File: src/rtl/alu_branch_unit_pkg.sv
// rtl/alu_branch_unit_pkg.sv - shared opcode encodings and widths for the ALU/branch unit
//
// Purpose : funct3 encodings for the ALU and branch paths, the funct7 bit that
//           selects SUB/SRA, and the default datapath width.
// Ports   : none (package)
package alu_branch_unit_pkg;

  localparam int XLEN_DEFAULT = 32;

  // funct7 bit that selects the alternate op (SUB for ADD, SRA for SRL)
  localparam int F7_ALT_BIT = 5;

  typedef enum logic [2:0] {
    ALU_ADD  = 3'b000,
    ALU_SLL  = 3'b001,
    ALU_SLT  = 3'b010,
    ALU_SLTU = 3'b011,
    ALU_XOR  = 3'b100,
    ALU_SRL  = 3'b101,
    ALU_OR   = 3'b110,
    ALU_AND  = 3'b111
  } alu_op_e;

  typedef enum logic [2:0] {
    BR_BEQ  = 3'b000,
    BR_BNE  = 3'b001,
    BR_RSV2 = 3'b010,
    BR_RSV3 = 3'b011,
    BR_BLT  = 3'b100,
    BR_BGE  = 3'b101,
    BR_BLTU = 3'b110,
    BR_BGEU = 3'b111
  } br_op_e;

endpackage

File: src/rtl/alu_branch_unit_alu_core.sv
// rtl/alu_branch_unit_alu_core.sv - combinational integer ALU with registered result
//
// Purpose : computes the RV32I register/immediate ALU operation and registers it,
//           giving a fixed one-cycle latency with no enable.
// Ports   : CLK, RST        clock and synchronous active-high reset
//           funct3, funct7  operation select (only funct7 bit 5 is meaningful)
//           in1, in2        operands
//           result          registered result, cleared by RST
module alu_core
  import alu_branch_unit_pkg::*;
#(
  parameter int XLEN = XLEN_DEFAULT
) (
  input  logic            CLK,
  input  logic            RST,
  input  logic [2:0]      funct3,
  input  logic [6:0]      funct7,
  input  logic [XLEN-1:0] in1,
  input  logic [XLEN-1:0] in2,
  output logic [XLEN-1:0] result
);

  logic [XLEN-1:0] r_result;
  logic [XLEN-1:0] w_result;
  logic [4:0]      w_shamt;
  logic            w_alt;
  logic            w_unused_f7;

  assign w_shamt = in2[4:0];
  assign w_alt   = funct7[F7_ALT_BIT];

  // Remaining funct7 bits carry no meaning for this ALU.
  assign w_unused_f7 = ^{funct7[6], funct7[4:0]};

  always_comb begin
    w_result = '0;
    case (alu_op_e'(funct3))
      ALU_ADD:  w_result = w_alt ? (in1 - in2) : (in1 + in2);
      ALU_SLL:  w_result = in1 << w_shamt;
      ALU_SLT:  w_result = {{(XLEN-1){1'b0}}, ($signed(in1) < $signed(in2))};
      ALU_SLTU: w_result = {{(XLEN-1){1'b0}}, (in1 < in2)};
      ALU_XOR:  w_result = in1 ^ in2;
      ALU_SRL:  w_result = w_alt ? XLEN'($signed(in1) >>> w_shamt) : (in1 >> w_shamt);
      ALU_OR:   w_result = in1 | in2;
      ALU_AND:  w_result = in1 & in2;
      default:  w_result = '0;
    endcase
  end

  always_ff @(posedge CLK) begin
    if (RST) begin
      r_result <= '0;
    end else begin
      r_result <= w_result;
    end
  end

  assign result = r_result;

endmodule

File: src/rtl/alu_branch_unit.sv
// rtl/alu_branch_unit.sv - registered ALU plus combinational branch/jump target resolution
//
// Purpose : wraps alu_core for the integer ALU and resolves BRANCH/JAL/JALR
//           control flow combinationally.
// Ports   : CLK, RST                       clock, synchronous active-high reset (ALU only)
//           funct3, alu_funct7             shared funct3, ALU funct7
//           alu_in1, alu_in2, alu_out      ALU operands and registered result
//           br_valid, is_jal/jalr/branch   branch-type qualifier and opcode class
//           rs1_val, rs2_val               compare operands / JALR base
//           b_imm, j_imm, i_imm            sign-extended immediates
//           pc_offset_en, pc_offset,       PC redirect request, offset or absolute
//           pc_override                    target, absolute-target flag
module alu_branch_unit
  import alu_branch_unit_pkg::*;
#(
  parameter int XLEN = XLEN_DEFAULT
) (
  input  logic            CLK,
  input  logic            RST,
  input  logic [2:0]      funct3,
  input  logic [6:0]      alu_funct7,
  input  logic [XLEN-1:0] alu_in1,
  input  logic [XLEN-1:0] alu_in2,
  output logic [XLEN-1:0] alu_out,
  input  logic            br_valid,
  input  logic            is_jal,
  input  logic            is_jalr,
  input  logic            is_branch,
  input  logic [XLEN-1:0] rs1_val,
  input  logic [XLEN-1:0] rs2_val,
  input  logic [XLEN-1:0] b_imm,
  input  logic [XLEN-1:0] j_imm,
  input  logic [XLEN-1:0] i_imm,
  output logic            pc_offset_en,
  output logic [XLEN-1:0] pc_offset,
  output logic            pc_override
);

  logic            w_eq;
  logic            w_lt;
  logic            w_ltu;
  logic            w_taken;
  logic [XLEN-1:0] w_jalr_sum;
  logic [XLEN-1:0] w_jalr_target;

  alu_core #(
    .XLEN (XLEN)
  ) u_alu_core (
    .CLK    (CLK),
    .RST    (RST),
    .funct3 (funct3),
    .funct7 (alu_funct7),
    .in1    (alu_in1),
    .in2    (alu_in2),
    .result (alu_out)
  );

  assign w_eq  = (rs1_val == rs2_val);
  assign w_lt  = ($signed(rs1_val) < $signed(rs2_val));
  assign w_ltu = (rs1_val < rs2_val);

  // JALR target is absolute and must be halfword aligned: clear bit 0.
  assign w_jalr_sum    = rs1_val + i_imm;
  assign w_jalr_target = {w_jalr_sum[XLEN-1:1], 1'b0};

  always_comb begin
    w_taken = 1'b0;
    case (br_op_e'(funct3))
      BR_BEQ:  w_taken = w_eq;
      BR_BNE:  w_taken = !w_eq;
      BR_BLT:  w_taken = w_lt;
      BR_BGE:  w_taken = !w_lt;
      BR_BLTU: w_taken = w_ltu;
      BR_BGEU: w_taken = !w_ltu;
      default: w_taken = 1'b0;
    endcase
  end

  // Class flags are resolved JALR > JAL > BRANCH in case decode ever overlaps.
  always_comb begin
    pc_offset_en = 1'b0;
    pc_offset    = '0;
    pc_override  = 1'b0;
    if (br_valid) begin
      if (is_jalr) begin
        pc_offset_en = 1'b1;
        pc_offset    = w_jalr_target;
        pc_override  = 1'b1;
      end else if (is_jal) begin
        pc_offset_en = 1'b1;
        pc_offset    = j_imm;
      end else if (is_branch && w_taken) begin
        pc_offset_en = 1'b1;
        pc_offset    = b_imm;
      end
    end
  end

endmodule

File: config.mk
export PLATFORM = sky130hd
export DESIGN_NAME = alu_branch_unit
export DESIGN_NICKNAME = d
export VERILOG_FILES = /design/src/rtl/alu_branch_unit_pkg.sv /design/src/rtl/alu_branch_unit_alu_core.sv /design/src/rtl/alu_branch_unit.sv
export SDC_FILE = /design/constraint.sdc
export NUM_CORES = 1
export LEC_CHECK = 0
export ABC_CLOCK_PERIOD_IN_PS = 9100
export CAP_MARGIN = 10
export CORE_MARGIN = 8
export CORE_UTILIZATION = 35
export CTS_CLUSTER_SIZE = 24
export DETAILED_ROUTE_END_ITERATION = 8
export MAX_ROUTING_LAYER = met4
export PLACE_DENSITY = 0.68
export SLEW_MARGIN = 30
export SYNTH_ARGS = -nofsm -noshare
export SYNTH_HDL_FRONTEND = slang
export SYNTH_SLANG_ARGS = --single-unit
export TNS_END_PERCENT = 100
File: constraint.sdc
create_clock -name CLK -period 9.1 [get_ports CLK]
set_clock_uncertainty 0.05 [all_clocks]
set_input_delay 1.82 -clock CLK [delete_from_list [all_inputs] [get_ports CLK]]
set_output_delay 1.82 -clock CLK [all_outputs]
set_load 0.02 [all_outputs]
==> reports/results.ini, run 1 <==
[run_status]
status=finished, final reports clean

[min_path]
hold_path_class=input pin to register
min_from=alu_funct7[5]
holdPathEnd=u_alu_core.result[27]$_SDFF_PP0_
holdPathStages=5

[synthesis]
synth_xor_xnor_area_share=0.02871
synth_edf_count=0
synth_top_family_by_area=compound AO/OA/AOI/OAI gates
synth_mux_area_frac=0.1487
ys.warnings.count=0
avgSynthCellArea_sq_um=7.015
synth_commonest_cells=nor2_1 (173), nand2_1 (168), a21oi_1 (163)
yosysMostFrequentCell=nor2_1
ys_seq_elements=32
synth_compound_area_frac=0.3184
synth-adder-area-share=0.1638
synth_area_leaders=ha_1 (16%), mux4_2 (9.0%), a21oi_1 (6.5%), o21ai_0 (5.3%), nor2_1 (5.2%)
synthesis.area_sq_mm=0.01251
yosys.area.top_type=ha_1
synth_ff_type=dfxtp_1
async_flop_share=0
yosysTopAreaCellShare=0.1590
yosysUniqueCellTypes=83
synth_nets=2185
synthCells=1783
yosysSeqAreaShare=0.05122
yosys.area_share.simple=0.1948

[clock_network]
clkTransAtPathRegs_ns=0.06
holdBufCountCts=0
cts_setup_buffers=0
ctsRootBufferMaster=clkbuf_16
cts_tree=yes
cts_resized=0
clock_path_buffers=2
cts_num_sinks=32
cts_made_buffers=5
htree_levels=2

[flow_run]
drv_cap=0

[drt]
vias_per_cell=6.093
post-route-drc-count=0
wl_per_cell_microns=23.24
met3WireLength_microns=4885
drt-met1-wl_microns=24970
totalWireLength_microns=57130
vias=14977
top_layer_used=met4
wl_met2_microns=25650
first_pass_iters=6
ant_nets=0
drt_iter0_drc=1845

[die]
io_pins=306
die_w_microns=205.0
start_util=0.3534
die_area_sq_mm=0.04204
die_y_microns=205.0
rows=69
core_sq_mm=0.03540

[setup_path]
slowest_delay_ns=0.67
critPathKind=input pin to primary output
worstSetupStartpointType=input pin
cp.arrival_ns=6.19
crit_required_ns=7.23
crit_buf_inv=2
critPathCaptureType=primary output
cp_top_family=compound AO/OA/AOI/OAI gates
cp_max_fo=19
cpMaxStageDelayCell=and2_1
crit_chain=clkdlybuf4s50_1 > ha_1 > a21o_1 > a21o_1 > a21oi_1 > nor2_1 > o41ai_1 > mux2i_1 > and2_1 > o311ai_0 > o311a_1 > clkdlybuf4s50_1

[finish]
fin_util=0.4480
syn2layout_area_growth_pct=26.77
multiInputGateArea_sq_mm=0.01070
layout-drive-gt1-share=0.06520
ff_latch_area_sq_um=640.6
fillers=3660
final_nets=2395
final_cell_count_no_fill=2458
largest_register_ffs=32

[timing]
holdWs_ns=2.160
drv_slew=0
setup_violations=0
rsz0062_at_grt=no
hold_violations=0
tns_ns=0
worst_pin_slew_ns=0.9374
max_freq_mhz=124.1
slew_headroom=0.3713
post-route-period-util=0.8855
min_period_ns=8.058

[power_and_ir_drop]
powerDensity_mw_per_mm2=81.66
intPower_mw=0.6689
sw_frac_of_total=0.4834
pwr-share-comb=0.737
clkPwrFrac=0.142
p_total_mw=1.295
power_frac_seq=0.120
p_leak_nw=6.767
p_sw_mw=0.6259
ir_worst_vdd_v=0.00005222

[global_routing]
grt_overflow=0
grt_pass1_vias=14068
grt_max_degree=68
grt_usage=0.2651
grt_pass1_wl_microns=85260
antenna_found_initial=3

[placed_design]
hpwl_microns=45620
dp_cells=2447
gp_congestion=0.9988
io_buffers=299

==> logic make-up (layout without fill, tap and decap cells) <==
| kind of cell | after synthesis | after routing |
|---|---|---|
| AOI/OAI and AO/OA | 604 | 604 |
| and+or+nand+nor | 534 | 534 |
| buffers and inverters | 288 | 499 |
| adders and majority gates | 162 | 162 |
| muxes | 122 | 122 |
| xor gates and xnor gates | 41 | 41 |
| DFF | 32 | 32 |
| other | 0 | 3 |
==> how the worst max path moves through the flow <==
| stage | startpoint | endpoint | slack (ns) | depth (start not counted) |
|---|---|---|---|---|
| after floorplan | rs1_val[0] | pc_offset[24] | 2.52 | 11 |
| after global placement | rs1_val[9] | pc_offset[30] | 1.23 | 12 |
| after detailed placement | rs1_val[9] | pc_offset[30] | 1.11 | 12 |
| after CTS | rs1_val[9] | pc_offset[30] | 1.08 | 12 |
| after global routing | rs1_val[9] | pc_offset[31] | 0.88 | 12 |
| final | rs1_val[9] | pc_offset[30] | 1.04 | 12 |
==> tightest hold or removal path: cells and delay by family <==
kind | cells | cell delay, ns
compound gates | 1 | 0.08
buf+inv | 3 | 0.41
simple gates | 1 | 0.13
==> area by class of cell <==
cell class,count,share of cell area
Tap cell,461,0.03638
Multi-Input combinational cell,1463,0.6747
Timing Repair Buffer,325,0.1993
Antenna cell,3,0.0004734
Inverter,166,0.03930
Clock buffer,7,0.008995
Sequential cell,32,0.04040
Clock inverter,1,0.0004734
==> stage by stage <==
stage / instance area (sq um) / worst slack (ns)
after floorplan: 12510 / 2.517
after detailed placement: 15700 / 1.112
after CTS: 15850 / 1.080
after global routing: 15860 / 0.8831
after global placement: 15700 / 1.233
final: 15860 / 1.042
==> power groups by stage <==
stage          logic (mW)  clock network (mW)  registers, mW
2_1_floorplan       0.557                   0          0.174
3_3_place_gp        0.921                   0          0.159
3_5_place_dp        0.930                   0          0.159
4_1_cts             0.934               0.188          0.156
5_1_grt              1.02               0.193          0.157
6_report            0.955               0.184          0.156
==> layer usage <==
metal / vias up / track usage
met1: 7109 / 0.3642
met2: 810 / 0.4024
met5: - / -
met3: 93 / 0.03099
li1: 6965 / -
met4: 0 / 0.07914
==> layout by cell type (no fill, tap or decap), types with 8 or more instances in the layout <==
cell             count
o311ai_0            21
a211o_1              9
nor2b_1             10
o211ai_1            16
or3_1               13
a211oi_1            22
ha_1               159
mux4_2              50
o31ai_1             12
and2_1              11
and3_1              24
nand2_1            168
a31oi_1             24
o21ai_0            133
o22ai_1             15
clkdlybuf4s50_1    293
xor2_1              16
inv_1              161
nand4_1             13
dfxtp_1             32
o21bai_1            22
nand2b_1            15
buf_4               27
a21o_1              42
nor4_1               8
or2_2                8
nor3_1              43
nor2_1             173
o21a_1              17
mux2i_1             61
a21oi_1            163
xnor2_1             25
mux2_2              11
nand3_1             29
a221oi_1            30
Note: power is estimated with default switching activity, not from simulation.
==> run 2, diff against run 1 <==
- CORE_MARGIN: 8 -> 2
- SLEW_MARGIN: 30 -> 20
==> run 2 against run 1 <==
  * Hold slack better by 0.010 ns
  * Wire length shrank 0.90%
  * Global-route usage is 3.6 points higher
  * Critical endpoint is now pc_offset[28]
  * First-iteration DRC count down 0.16%
  * Final area barely moved
  * Via count rose by 1.3%
  * Non-clock buffer count grew 1
==> reports/results.ini, run 2 (synthesis gave the netlist of run 1 again) <==
[finish]
syn2layout_area_growth_pct=26.85
fin_util=0.4483
layout_commonest_cell=clkdlybuf4s50_1
final_cell_count_no_fill=2460
fin_area_sq_mm=0.01587
largest_register_ffs=32
layout-drive-gt1-share=0.06566
final_cell_mix=clkdlybuf4s50_1 (293), nor2_1 (173), nand2_1 (168), a21oi_1 (163), inv_1 (161)
final_nets=2396

[timing]
hold_violations=0
rsz0062_at_grt=no
drv_slew=0
slew_headroom=0.2905
max_freq_mhz=122.2
setup_violations=0
min_period_ns=8.181
post-route-period-util=0.8991
worst_pin_slew_ns=1.058
holdWs_ns=2.171
tns_ns=0

[placed_design]
dp_cells=2448
gp_congestion=1.040
io_buffers=299
placement.cell_area_sq_mm=0.01571
hpwl_microns=44250

[clock_network]
clock_path_buffers=2
clkTransAtPathRegs_ns=0.07
htree_levels=2
cts_tree=yes
cts_made_buffers=5
cts_num_sinks=32
ctsRootBufferMaster=clkbuf_16
holdBufCountCts=0
cts_resized=0
cts_setup_buffers=0

[global_routing]
grt_max_degree=68
antenna_found_initial=4
grt_overflow=0
grt_usage=0.3007
grt_pass1_vias=14049
grt_pass1_wl_microns=84060

[setup_path]
cp_max_fo=4
crit_required_ns=7.23
critPathCaptureType=primary output
slowest_delay_ns=0.77
crit_top_cell=o21ai_0
worstSetupStartpointType=input pin
crit_chain=clkdlybuf4s50_1 > and2_1 > fa_1 > a211oi_1 > o21ai_0 > a221oi_1 > o21ai_0 > a41oi_1 > o21ai_0 > o22ai_1 > xor2_1 > a221oi_1 > clkdlybuf4s50_1
critPathKind=input pin to primary output
cpMaxStageDelayCell=a221oi_1
cp.arrival_ns=6.31

[drt]
drt_iter0_drc=1842
vias_per_cell=6.166
vias=15168
totalWireLength_microns=56620
post-route-drc-count=0
first_pass_iters=5
ant_nets=0
wl_per_cell_microns=23.02

[die]
io_pins=306
die_area_sq_mm=0.03727
core_sq_mm=0.03540
rows=69
die_y_microns=193.0
die_w_microns=193.0
start_util=0.3534

[min_path]
hold_path_class=input pin to register
min_from=alu_funct7[5]
holdPathEnd=u_alu_core.result[27]$_SDFF_PP0_
holdPathStages=5

[power_and_ir_drop]
powerDensity_mw_per_mm2=81.52
p_leak_nw=6.772
ir_worst_vdd_v=0.00005575

[run_status]
status=finished, final reports clean

[flow_run]
drv_cap=0

[run 2: changes by cell type in the layout (fill, tap and decap cells not counted), sizes merged]
| cell | delta |
|---|---|
| buf | +1 |
| diode | +1 |
[run 2: stage by stage]
| step | worst slack, ns | total power, mW |
|---|---|---|
| 6_report | 0.9186 | 1.293 |
| 5_1_grt | 0.5118 | 1.371 |
| 2_1_floorplan | 2.517 | 0.7309 |
| 4_1_cts | 1.092 | 1.276 |
| 3_3_place_gp | 1.129 | 1.080 |
| 3_5_place_dp | 1.109 | 1.088 |
[run 2: power by group]
part / switching (mW) / internal, mW / leakage [nW]
logic: 0.548 / 0.407 / 6.44
registers: 0.00390 / 0.152 / 0.264
clock network: 0.0724 / 0.109 / 0.0702
total: 0.624 / 0.669 / 6.77
[run 2: final cells by class]
| cell class | instances | area, sq um |
|---|---|---|
| Timing Repair Buffer | 326 | 3168 |
| Inverter | 166 | 623.1 |
| Multi-Input combinational cell | 1463 | 10700 |
| Sequential cell | 32 | 640.6 |
| Tap cell | 461 | 576.8 |
| Antenna cell | 4 | 10.01 |
| Fill cell | 3618 | 19530 |
| Clock inverter | 1 | 7.507 |
| Clock buffer | 7 | 142.6 |
[run 2: how the worst max path moves through the flow]
stage / startpoint / to / slack (ns) / depth (start not counted)
5_1_grt: rs1_val[0] / pc_offset[28] / 0.51 / 13
3_5_place_dp: rs1_val[0] / pc_offset[28] / 1.11 / 13
6_report: rs1_val[0] / pc_offset[28] / 0.92 / 13
4_1_cts: rs1_val[0] / pc_offset[28] / 1.09 / 13
2_1_floorplan: rs1_val[0] / pc_offset[24] / 2.52 / 11
3_3_place_gp: rs1_val[0] / pc_offset[28] / 1.13 / 13
[run 2: layer usage]
| layer | GRT usage | up-vias | routed length [microns] |
|---|---|---|---|
| met4 | 0.07896 | 0 | 1734 |
| met3 | 0.04579 | 110 | 5781 |
| met2 | 0.4462 | 902 | 24480 |
| li1 | - | 6950 | - |
| met1 | 0.4235 | 7206 | 24620 |
| met5 | - | - | 0 |
[run 2: critical path, delay by kind of cell]
family | cells | cell delay [ns]
compound gates | 8 | 2.51
xor+xnor | 1 | 0.15
fa+ha+maj | 1 | 0.42
buf+inv | 2 | 1.21
simple gates | 1 | 0.18
